File: config.mk
export PLATFORM = sky130hd
export DESIGN_NAME = wb_iterative_divider_flat
export DESIGN_NICKNAME = d
export VERILOG_FILES = /design/src/rtl/wb_iterative_divider_if.sv /design/src/rtl/wb_iterative_divider.sv /design/src/flat_wrapper.sv
export SDC_FILE = /design/constraint.sdc
export NUM_CORES = 1
export LEC_CHECK = 0
export BUFFER_PORTS_ARGS = -buffer_cell sky130_fd_sc_hd__clkbuf_2
export CAP_MARGIN = 20
export CORE_MARGIN = 5
export CORE_UTILIZATION = 50
export CTS_CLUSTER_DIAMETER = 80
export DETAILED_ROUTE_END_ITERATION = 7
export PLACE_DENSITY = 0.69
export SKIP_CTS_REPAIR_TIMING = 1
export SLEW_MARGIN = 20
export SYNTH_ARGS = -nofsm -noshare
export SYNTH_HDL_FRONTEND = slang
export SYNTH_SLANG_ARGS = --single-unit
File: constraint.sdc
create_clock -name Clock -period 8.79 [get_ports Clock]
set_input_delay 0.879 -clock Clock [delete_from_list [all_inputs] [get_ports Clock]]
set_output_delay 0.879 -clock Clock [all_outputs]
set_load 0.005 [all_outputs]
File: src/rtl/wb_iterative_divider_if.sv
// Wishbone B4 pipelined request/response bundle between the ALU and the divider.
interface wb_iterative_divider_if #(
  parameter int unsigned WIDTH = 32
);
  logic                 i_wb4s_cyc;
  logic                 i_wb4s_stb;
  logic [1:0]           i_wb4s_tgc;
  logic [2*WIDTH-1:0]   i_wb4s_data;
  logic                 o_wb4s_stall;
  logic                 o_wb4s_ack;
  logic [WIDTH-1:0]     o_wb4s_data;

  // ALU side drives the request.
  modport master (
    output i_wb4s_cyc, i_wb4s_stb, i_wb4s_tgc, i_wb4s_data,
    input  o_wb4s_stall, o_wb4s_ack, o_wb4s_data
  );

  // Divider side answers it.
  modport slave (
    input  i_wb4s_cyc, i_wb4s_stb, i_wb4s_tgc, i_wb4s_data,
    output o_wb4s_stall, o_wb4s_ack, o_wb4s_data
  );
endinterface

File: src/rtl/wb_iterative_divider.sv
// Iterative radix-2 restoring divider behind a Wishbone B4 pipelined responder.
// One operation in flight; quotient/remainder and signed/unsigned chosen by tag.
module wb_iterative_divider #(
  parameter int unsigned WIDTH = 32,
  parameter int unsigned CNT_W = $clog2(WIDTH)
) (
  input  logic                   Clock,
  input  logic                   Reset,
  wb_iterative_divider_if.slave  bus
);

  localparam logic [2:0] IDLE = 3'd0;
  localparam logic [2:0] PREP = 3'd1;
  localparam logic [2:0] ITER = 3'd2;
  localparam logic [2:0] FIX  = 3'd3;
  localparam logic [2:0] ACK  = 3'd4;

  logic [2:0]       state;
  logic [2:0]       stateNext;
  logic [CNT_W-1:0] cnt;
  logic [WIDTH-1:0] rem;
  logic [WIDTH-1:0] quo;
  logic [WIDTH-1:0] div;
  logic [1:0]       tgc;
  logic             quoNeg;
  logic             remNeg;

  logic             accept;
  logic             dividendNeg;
  logic             divisorNeg;
  logic [WIDTH-1:0] magDividend;
  logic [WIDTH-1:0] magDivisor;
  logic [WIDTH:0]   remShift;
  logic             noBorrow;
  logic [WIDTH-1:0] trialDiff;
  logic [WIDTH-1:0] result;

  // Request acceptance and next-state selection; cyc low aborts any operation.
  always_comb begin
    stateNext = state;
    accept    = 1'b0;
    case (state)
      IDLE: begin
        if (bus.i_wb4s_cyc && bus.i_wb4s_stb) begin
          accept    = 1'b1;
          stateNext = PREP;
        end
      end
      PREP:    stateNext = bus.i_wb4s_cyc ? ITER : IDLE;
      ITER: begin
        if (!bus.i_wb4s_cyc) begin
          stateNext = IDLE;
        end else if (cnt == '0) begin
          stateNext = FIX;
        end
      end
      FIX:     stateNext = bus.i_wb4s_cyc ? ACK : IDLE;
      ACK:     stateNext = IDLE;
      default: stateNext = IDLE;
    endcase
  end

  // Datapath helpers: operand magnitudes, one restoring step, final sign fix-up.
  always_comb begin
    dividendNeg = !tgc[0] && quo[WIDTH-1];
    divisorNeg  = !tgc[0] && div[WIDTH-1];
    magDividend = dividendNeg ? (~quo + WIDTH'(1)) : quo;
    magDivisor  = divisorNeg  ? (~div + WIDTH'(1)) : div;
    remShift    = {rem, quo[WIDTH-1]};
    noBorrow    = remShift >= {1'b0, div};
    // When no borrow the true difference is below the divisor, so the low bits suffice.
    trialDiff   = remShift[WIDTH-1:0] - div;
    if (tgc[1]) begin
      result = remNeg ? (~rem + WIDTH'(1)) : rem;
    end else begin
      result = quoNeg ? (~quo + WIDTH'(1)) : quo;
    end
  end

  // State register.
  always_ff @(posedge Clock) begin
    if (Reset) begin
      state <= IDLE;
    end else begin
      state <= stateNext;
    end
  end

  // Operand latch, sign preparation and shift-subtract iterations.
  always_ff @(posedge Clock) begin
    if (Reset) begin
      cnt    <= '0;
      rem    <= '0;
      quo    <= '0;
      div    <= '0;
      tgc    <= '0;
      quoNeg <= 1'b0;
      remNeg <= 1'b0;
    end else begin
      case (state)
        IDLE: begin
          if (accept) begin
            quo <= bus.i_wb4s_data[WIDTH-1:0];
            div <= bus.i_wb4s_data[2*WIDTH-1:WIDTH];
            tgc <= bus.i_wb4s_tgc;
            rem <= '0;
          end
        end
        PREP: begin
          quo    <= magDividend;
          div    <= magDivisor;
          // A zero divisor yields all-ones quotient regardless of signs.
          quoNeg <= (dividendNeg ^ divisorNeg) && (div != '0);
          remNeg <= dividendNeg;
          rem    <= '0;
          cnt    <= CNT_W'(WIDTH - 1);
        end
        ITER: begin
          if (noBorrow) begin
            rem <= trialDiff;
            quo <= {quo[WIDTH-2:0], 1'b1};
          end else begin
            rem <= remShift[WIDTH-1:0];
            quo <= {quo[WIDTH-2:0], 1'b0};
          end
          cnt <= cnt - CNT_W'(1);
        end
        default: ;
      endcase
    end
  end

  // Registered bus outputs; result only reloads on the FIX->ACK transition.
  always_ff @(posedge Clock) begin
    if (Reset) begin
      bus.o_wb4s_stall <= 1'b0;
      bus.o_wb4s_ack   <= 1'b0;
      bus.o_wb4s_data  <= '0;
    end else begin
      bus.o_wb4s_stall <= (stateNext != IDLE);
      bus.o_wb4s_ack   <= (state == FIX) && (stateNext == ACK);
      if ((state == FIX) && (stateNext == ACK)) begin
        bus.o_wb4s_data <= result;
      end
    end
  end

endmodule
File: src/flat_wrapper.sv
// flat-port wrapper written by rule: the top's interface ports become plain ports
module wb_iterative_divider_flat 
#(
  parameter int unsigned WIDTH = 32,
  parameter int unsigned CNT_W = $clog2(WIDTH)
)
  (Clock, Reset, bus_i_wb4s_cyc, bus_i_wb4s_stb, bus_i_wb4s_tgc, bus_i_wb4s_data, bus_o_wb4s_stall, bus_o_wb4s_ack, bus_o_wb4s_data);
  wb_iterative_divider_if #(.WIDTH(WIDTH)) bus_i ();
  input  logic Clock;
  input  logic Reset;
  input wire logic [$bits(bus_i.i_wb4s_cyc)-1:0] bus_i_wb4s_cyc;
  input wire logic [$bits(bus_i.i_wb4s_stb)-1:0] bus_i_wb4s_stb;
  input wire logic [$bits(bus_i.i_wb4s_tgc)-1:0] bus_i_wb4s_tgc;
  input wire logic [$bits(bus_i.i_wb4s_data)-1:0] bus_i_wb4s_data;
  output wire logic [$bits(bus_i.o_wb4s_stall)-1:0] bus_o_wb4s_stall;
  output wire logic [$bits(bus_i.o_wb4s_ack)-1:0] bus_o_wb4s_ack;
  output wire logic [$bits(bus_i.o_wb4s_data)-1:0] bus_o_wb4s_data;
  assign bus_i.i_wb4s_cyc = bus_i_wb4s_cyc;
  assign bus_i.i_wb4s_stb = bus_i_wb4s_stb;
  assign bus_i.i_wb4s_tgc = bus_i_wb4s_tgc;
  assign bus_i.i_wb4s_data = bus_i_wb4s_data;
  assign bus_o_wb4s_stall = bus_i.o_wb4s_stall;
  assign bus_o_wb4s_ack = bus_i.o_wb4s_ack;
  assign bus_o_wb4s_data = bus_i.o_wb4s_data;
  wb_iterative_divider #(.WIDTH(WIDTH), .CNT_W(CNT_W)) u_core (.Clock(Clock), .Reset(Reset), .bus(bus_i));
endmodule
==> results of run 1 <==
-- power by group --
group          leakage, nW  internal [mW]  total (mW)  switching [mW]
sequential            1.15          0.667       0.701          0.0344
combinational         3.18          0.176       0.459           0.283
clock                0.287          0.457       0.749           0.292
total                 4.62           1.30        1.91           0.610
-- worst min-delay path, cell delays in order (launching register included) --
cell and delay [ns]:
dfxtp_1 0.31, nand2_1 0.05, a21oi_1 0.05
-- area by class of cell --
type                       instances  area [um2]  area share (%)
multi-input combinational       1113        6910            60.3
sequential                       142        2840            24.8
timing repair buffer             114         608            5.30
clock buffer                      19         453            3.95
tap                              270         338            2.94
inverter                          47         176            1.54
clock inverter                    10         141            1.23
-- Yosys cell counts (5+ instances only) --
library cell  instances
a211oi_1             32
a21o_1               16
a21oi_1             120
a221oi_1              8
a222oi_1             20
a22o_1                6
a22oi_1              15
a2bb2oi_1             7
a31oi_1              11
and2_1                8
and3_1                7
buf_1                 5
buf_2                 9
clkbuf_1             86
dfxtp_1             142
ha_1                 36
inv_1                47
mux2i_1              29
nand2_1             144
nand2b_1             13
nand3_1              25
nand4_1              16
nor2_1              177
nor2b_1              11
nor3_1               41
nor4_1               15
o211ai_1             10
o21ai_0             112
o221ai_1             15
o22ai_1               9
o31ai_1              23
or3_1                21
or4_1                10
xnor2_1              36
xor2_1               51
-- cell families (layout without fill, tap and decap cells) --
group / count (synthesis) / in the layout / synth area share [%]
xor+xnor: 87 / 87 / 7.41
mux: 29 / 29 / 2.82
compound gates: 439 / 439 / 27.7
simple gates: 521 / 521 / 24.3
fa+ha+maj: 37 / 37 / 4.57
buf+inv: 148 / 190 / 5.58
flops: 142 / 142 / 27.6
-- layer usage --
metal  wire (um)  part of all wire [%]  vias to the layer above  GRT usage [%]
li1            -                     -                     5176              -
met1       14000                    44                     4945           35.9
met2       14900                    47                      391           43.5
met3        2230                   7.0                       47           3.76
met4         673                   2.1                        0           7.82
met5           0                     0                        -              0
-- path summary, 6_finish.rpt --
path,from,slack (ns),endpoint,cells after the start
setup reg to reg,u_core.div[2]$_SDFFE_PP0P_,5.34,u_core.quo[0]$_SDFFE_PP0P_,11
hold reg to reg,u_core.bus.o_wb4s_data[6]$_SDFFE_PP0P_,0.45,u_core.bus.o_wb4s_data[6]$_SDFFE_PP0P_,2
hold / removal,u_core.bus.o_wb4s_data[6]$_SDFFE_PP0P_,0.45,u_core.bus.o_wb4s_data[6]$_SDFFE_PP0P_,2
setup / recovery,u_core.div[2]$_SDFFE_PP0P_,5.34,u_core.quo[0]$_SDFFE_PP0P_,11
-- metrics by stage --
| step | cells | worst slack [ns] | hold slack (ns) | util (%) | cell area (um2) |
|---|---|---|---|---|---|
| global placement | 1685 | 5.53 | 0.435 | 53.7 | 10900 |
| CTS | 1714 | 5.38 | 0.451 | 56.6 | 11500 |
| finish | 1715 | 5.34 | 0.450 | 56.7 | 11500 |
| global route | 1715 | 5.06 | 0.478 | 56.7 | 11500 |
| floorplan | 1403 | 5.96 | 0.433 | - | 10300 |
| detailed placement | 1685 | 5.43 | 0.444 | 53.7 | 10900 |
-- state kept, by name, indices dropped and copies added, names as in the netlist --
register,flops
u_core.bus.o_wb4s_ack,1
u_core.bus.o_wb4s_data,32
u_core.bus.o_wb4s_stall,1
u_core.cnt,5
u_core.div,32
u_core.quo,32
u_core.quoNeg,1
u_core.rem,32
u_core.remNeg,1
u_core.state,3
u_core.tgc,2
==> summary.md, run 1 <==
| Metric | Value |
|---|---|
| HPWL after DPL | `22,500 um` |
| Wire per inst | `18.5 um` |
| Rel. slew slack | `29.8%` |
| Initial core utilization | `50.8%` |
| Number of synthesized flops with an enable pin | `0` |
| CP arrival | `3.79 ns` |
| CTS max path bufs | `2` |
| RSZ-0062 raised after global routing | `false` |
| N_diodes | `0` |
| Avg Synthesized Cell Area | `7.33 um2` |
| Crit end category | `register` |
| Most frequent cells in the layout | `nor2_1, nand2_1, dfxtp_1` |
| Worst-skew pair later-pin latency | `0.43 ns` |
| Top-level port count | `104` |
| Mapped cell area | `10,300 um2` |
| Warnings, synthesis | `0` |
| Main area contributors after synthesis | `dfxtp_1, nor2_1, a21oi_1` |
| Area of the die | `23,500 um2` |
| Achievable Freq | `290 MHz` |
| Max FO, Critical Path | `35` |
| Slowest CP cell | `buf_4` |
| Status | `finished, final reports clean` |
| Main synth FF type | `dfxtp_1` |
| Seq/Total Area, Yosys | `27.6%` |
| Synth cell types | `71` |
| CP max stage delay | `0.50 ns` |
| Iter 0 DRT Violations | `867` |
| Critical-path cell list | `inv_1, ha_1, nor2_1, a211oi_1, o21ai_0, a31oi_1, o21bai_1, a31oi_4, buf_4, a222oi_1, a211oi_1` |
| Pwr Total | `1.91 mW` |
| Min Tclk post-route | `3.45 ns` |
| Residual DRC | `0` |
| CP bufs+invs | `2` |
| Root Buffer | `clkbuf_16` |
| Post-route setup TNS | `0 ns` |
| Gr usage total | `26.3%` |
| Cts bufs inserted | `17` |
| Largest net degree at the start of global routing | `73` |
| Fin crit share | `39.3%` |
| Commonest non-fill, non-tap cell in the layout | `nor2_1` |
| Most used cell, CP | `a211oi_1` |
| Die X-Extent | `153 um` |
| Core area | `20,200 um2` |
| Clock Skews | `0.0161 ns` |
| Crit path max-delay family | `compound AO/OA/AOI/OAI gates` |
| Die height | `153 um` |
| Routed Wire Length | `31,800 um` |
| Fin nets | `1,542` |
| Hold Path Class | `register to register` |
| Num rows | `52` |
| Net Count, Synth | `1,510` |
| Critical path required time | `9.13 ns` |
| Critical path type | `register to register` |
| Pre-antenna DRT Iters | `5` |
| Post-synthesis cell count | `1,403` |
| CTS tree | `yes` |
| GP Congestion | `0.990` |
| Via Count | `10,600` |
| Post-synth top area cell | `dfxtp_1` |
| Vias per cell | `6.16` |
| Initial antenna violation count | `0` |
| Share of the synthesized area in the top cell type | `27.6%` |
| Grt ovf | `0` |
| Final hold viol count | `0` |
| H-tree depth | `4` |
| Pwr dens | `166 nW/um2` |
| P_leak | `4.62 nW` |
| Number of global-route vias before repair | `9,740` |
| Antenna-violating nets left | `0` |
| Share of cells above drive strength 1 | `11.6%` |
| Fin. max-slew vios | `0` |
| I/O Buffers | `103` |
| Async SR Flop Fraction | `0%` |
| Layout area overhead | `11.5%` |
| Final count of negative-setup-slack endpoints | `0` |
| Clock-pin slew on the worst setup and hold paths | `0.06 ns` |
| Synthesized flop and latch total | `142` |
| Max VDD drop | `139 uV` |
| Sink Count | `142` |
| First-pass GRT wire length | `51,600 um` |
| # fillers | `1,949` |
| Least-Margin Pin Slew | `1.05 ns` |
| Maxcap violations | `0` |
| CP Launch Type | `register` |
Power figures use the tool's default switching activity.
==> run 2, diff against run 1 <==
- PLACE_DENSITY: 0.69 -> 0.72
- clock period: 8.79 -> 3 ns (I/O delays scaled with it)
==> summary.md, run 2 (same netlist as run 1, synthesis figures left out) <==
| Metric | Value |
|---|---|
| CTS max path bufs | `2 (unchanged)` |
| Antenna-violating nets left | `0 (unchanged)` |
| N_diodes | `0 (unchanged)` |
| Pwr Total | `5.94 mW (+210%)` |
| Rel. slew slack | `46.4% (+17 points)` |
| CP arrival | `3.16 ns (-0.63 ns)` |
| Internal | `4.05 mW (+210%)` |
| Iter 0 DRT Violations | `1,017 (+17%)` |
| Vias per cell | `6.20 (+0.66%)` |
| Most frequent cells in the layout | `nor2_1, nand2_1, dfxtp_1` |
| Area of the die | `23,500 um2 (unchanged)` |
| Final WS setup | `0.144 ns (-5.19 ns)` |
| Clock-pin slew on the worst setup and hold paths | `0.07 ns (about the same)` |
| Die X-Extent | `153 um (unchanged)` |
| Status | `finished, final reports clean` |
| R2R Path End | `u_core.rem[3]$_SDFFE_PP0P_` |
| CP max stage delay | `0.49 ns (about the same)` |
| First-pass GRT wire length | `52,700 um (+2.1%)` |
| Pre-CTS WS | `0.165 ns (-5.27 ns)` |
| Pre-antenna DRT Iters | `6 (+1)` |
| Initial antenna violation count | `0 (unchanged)` |
| Worst R2R Setup Slack | `0.14 ns (-5.19 ns)` |
| Number of global-route vias before repair | `10,400 (+6.7%)` |
| Top-level port count | `104 (unchanged)` |
| HPWL after DPL | `23,600 um (+5.1%)` |
| Residual DRC | `0 (unchanged)` |
| Sequential Power Share | `34.3% (-2.4 points)` |
| GP Congestion | `0.967 (-2.3%)` |
| CP Launch Point | `u_core.div[22]$_SDFFE_PP0P_` |
| Min Tclk post-route | `2.86 ns (-0.596 ns)` |
| Wire per inst | `18.4 um (-0.77%)` |
| Hold Path Class | `input pin to register` |
| Layout area overhead | `19.9%` |
| Critical path required time | `3.30 ns (-5.83 ns)` |
| H-tree depth | `4 (unchanged)` |
| Routed Wire Length | `33,200 um (+4.4%)` |
| CTS tree | `yes` |
| Die height | `153 um (unchanged)` |
| Sink Count | `142 (unchanged)` |
| Layout Cells excl Fill | `1,804 (+5.2%)` |
| Fin. max-slew vios | `0 (unchanged)` |
| Setup crit end | `u_core.rem[3]$_SDFFE_PP0P_` |
| Slowest CP cell | `ha_1` |
| Max VDD drop | `382 uV (+180%)` |
| Core area | `20,200 um2 (unchanged)` |
| Clock Skews | `0.00995 ns (-0.00616 ns)` |
| Final count of negative-setup-slack endpoints | `0 (unchanged)` |
| Num rows | `52 (unchanged)` |
| Grt ovf | `0 (unchanged)` |
| Max FO, Critical Path | `13 (-63%)` |
| # fillers | `1,833 (-6.0%)` |
| Combinational power share | `25.8% (+1.8 points)` |
| Fin nets | `1,628 (+5.6%)` |
| RSZ-0062 raised after global routing | `false` |
| Fin crit share | `95.2% (+56 points)` |
| Largest net degree at the start of global routing | `62 (-15%)` |
| Share of cells above drive strength 1 | `18.0% (+6.4 points)` |
| Initial core utilization | `50.8% (unchanged)` |
| Crit end category | `register` |
| CP Launch Type | `register` |
| Root Buffer | `clkbuf_16` |
| Critical path type | `register to register` |
| Achievable Freq | `350 MHz (+21%)` |
| Clk network pwr share | `40.0% (+0.8 points)` |
| I/O Buffers | `103 (unchanged)` |
| Pwr dens | `482 nW/um2 (+190%)` |
| Psw | `1.89 mW (+210%)` |
| Via Count | `11,200 (+5.9%)` |
| Worst Reg-to-Reg Cells | `12 (+1)` |
| Dpl cells | `1,766 (+4.8%)` |
| Worst-skew pair later-pin latency | `0.43 ns (about the same)` |
| Net switching fraction of the power | `31.9% (-0.073 points)` |
| P_leak | `5.11 nW (+11%)` |
| Final hold viol count | `0 (unchanged)` |
| WHS | `0.0964 ns (-0.353 ns)` |
| RR Startpoint | `u_core.div[22]$_SDFFE_PP0P_` |
| Least-Margin Pin Slew | `0.802 ns (-0.248 ns)` |
| Commonest non-fill, non-tap cell in the layout | `nor2_1` |
| Maxcap violations | `0 (unchanged)` |
| Cts bufs inserted | `17 (unchanged)` |
| Critical-path cell list | `inv_1, ha_1, nand4_1, nor2_1, a22oi_1, a21oi_1, o21bai_2, a31oi_4, buf_12, buf_4, mux2i_1, o21ai_0` |
| Post-route setup TNS | `0 ns (unchanged)` |
| Gr usage total | `26.7% (+0.40 points)` |
run 2: cell types whose count changed in the layout (fill, tap and decap cells not counted), sizes merged:
| cell | previous run | this run |
|---|---|---|
| clkinvlp | 2 | 0 |
| bufinv | 3 | 4 |
| clkinv | 5 | 4 |
| buf | 12 | 97 |
| clkbuf | 121 | 122 |
| inv | 47 | 52 |
run 2: worst min-delay path by stage:
stage	from	endpoint	slack, ns	cells after the start
after floorplan	u_core.cnt[4]$_SDFFE_PP0N_	u_core.cnt[4]$_SDFFE_PP0N_	0.43	1
after global placement	u_core.bus.o_wb4s_data[16]$_SDFFE_PP0P_	u_core.bus.o_wb4s_data[16]$_SDFFE_PP0P_	0.43	2
after detailed placement	u_core.bus.o_wb4s_data[16]$_SDFFE_PP0P_	u_core.bus.o_wb4s_data[16]$_SDFFE_PP0P_	0.43	2
after CTS	bus_i_wb4s_tgc[0]	u_core.tgc[0]$_SDFFE_PP0P_	0.1	3
after global routing	bus_i_wb4s_tgc[0]	u_core.tgc[0]$_SDFFE_PP0P_	0.11	3
final	bus_i_wb4s_tgc[0]	u_core.tgc[0]$_SDFFE_PP0P_	0.1	3
run 2: layout make-up:
type                       instances  area [um2]  share of cell area (%)
multi-input combinational       1113        7010                    56.8
sequential                       142        2850                    23.1
timing repair buffer             200        1310                    10.7
clock buffer                      19         453                    3.67
tap                              270         338                    2.74
clock inverter                    13         200                    1.62
inverter                          47         176                    1.43
run 2: layer usage:
metal	part of all wire (%)	vias to the layer above	wire length, um	global-route usage [%]
met4	3.4	0	1130	10.3
met5	0	-	0	0
met3	8.3	70	2770	4.18
li1	-	5352	-	-
met2	47	520	15500	44.2
met1	42	5238	13800	35.2
run 2: metrics by stage:
step	utilization [%]	instance area, um2
3_5_place_dp	56.9	11500
5_1_grt	61.0	12300
2_1_floorplan	-	10300
4_1_cts	60.2	12200
3_3_place_gp	56.9	11500
6_report	61.0	12300
run 2: worst max-delay path, delay by kind of cell (launching register included):
family / cells / cell delay (ns)
multiplexers: 1 / 0.21
AND/OR/NAND/NOR: 2 / 0.39
adder cells (fa/ha/maj): 1 / 0.49
AO/OA/AOI/OAI: 5 / 0.90
flip-flops: 1 / 0.35
buffers and inverters: 3 / 0.40
run 2: power groups by stage:
stage	clock, mW	combinational (mW)	sequential [mW]
floorplan	0	1.02	2.05
global placement	0	1.42	2.07
detailed placement	0	1.44	2.07
CTS	2.38	1.46	2.03
global route	2.47	1.67	2.05
finish	2.38	1.53	2.04
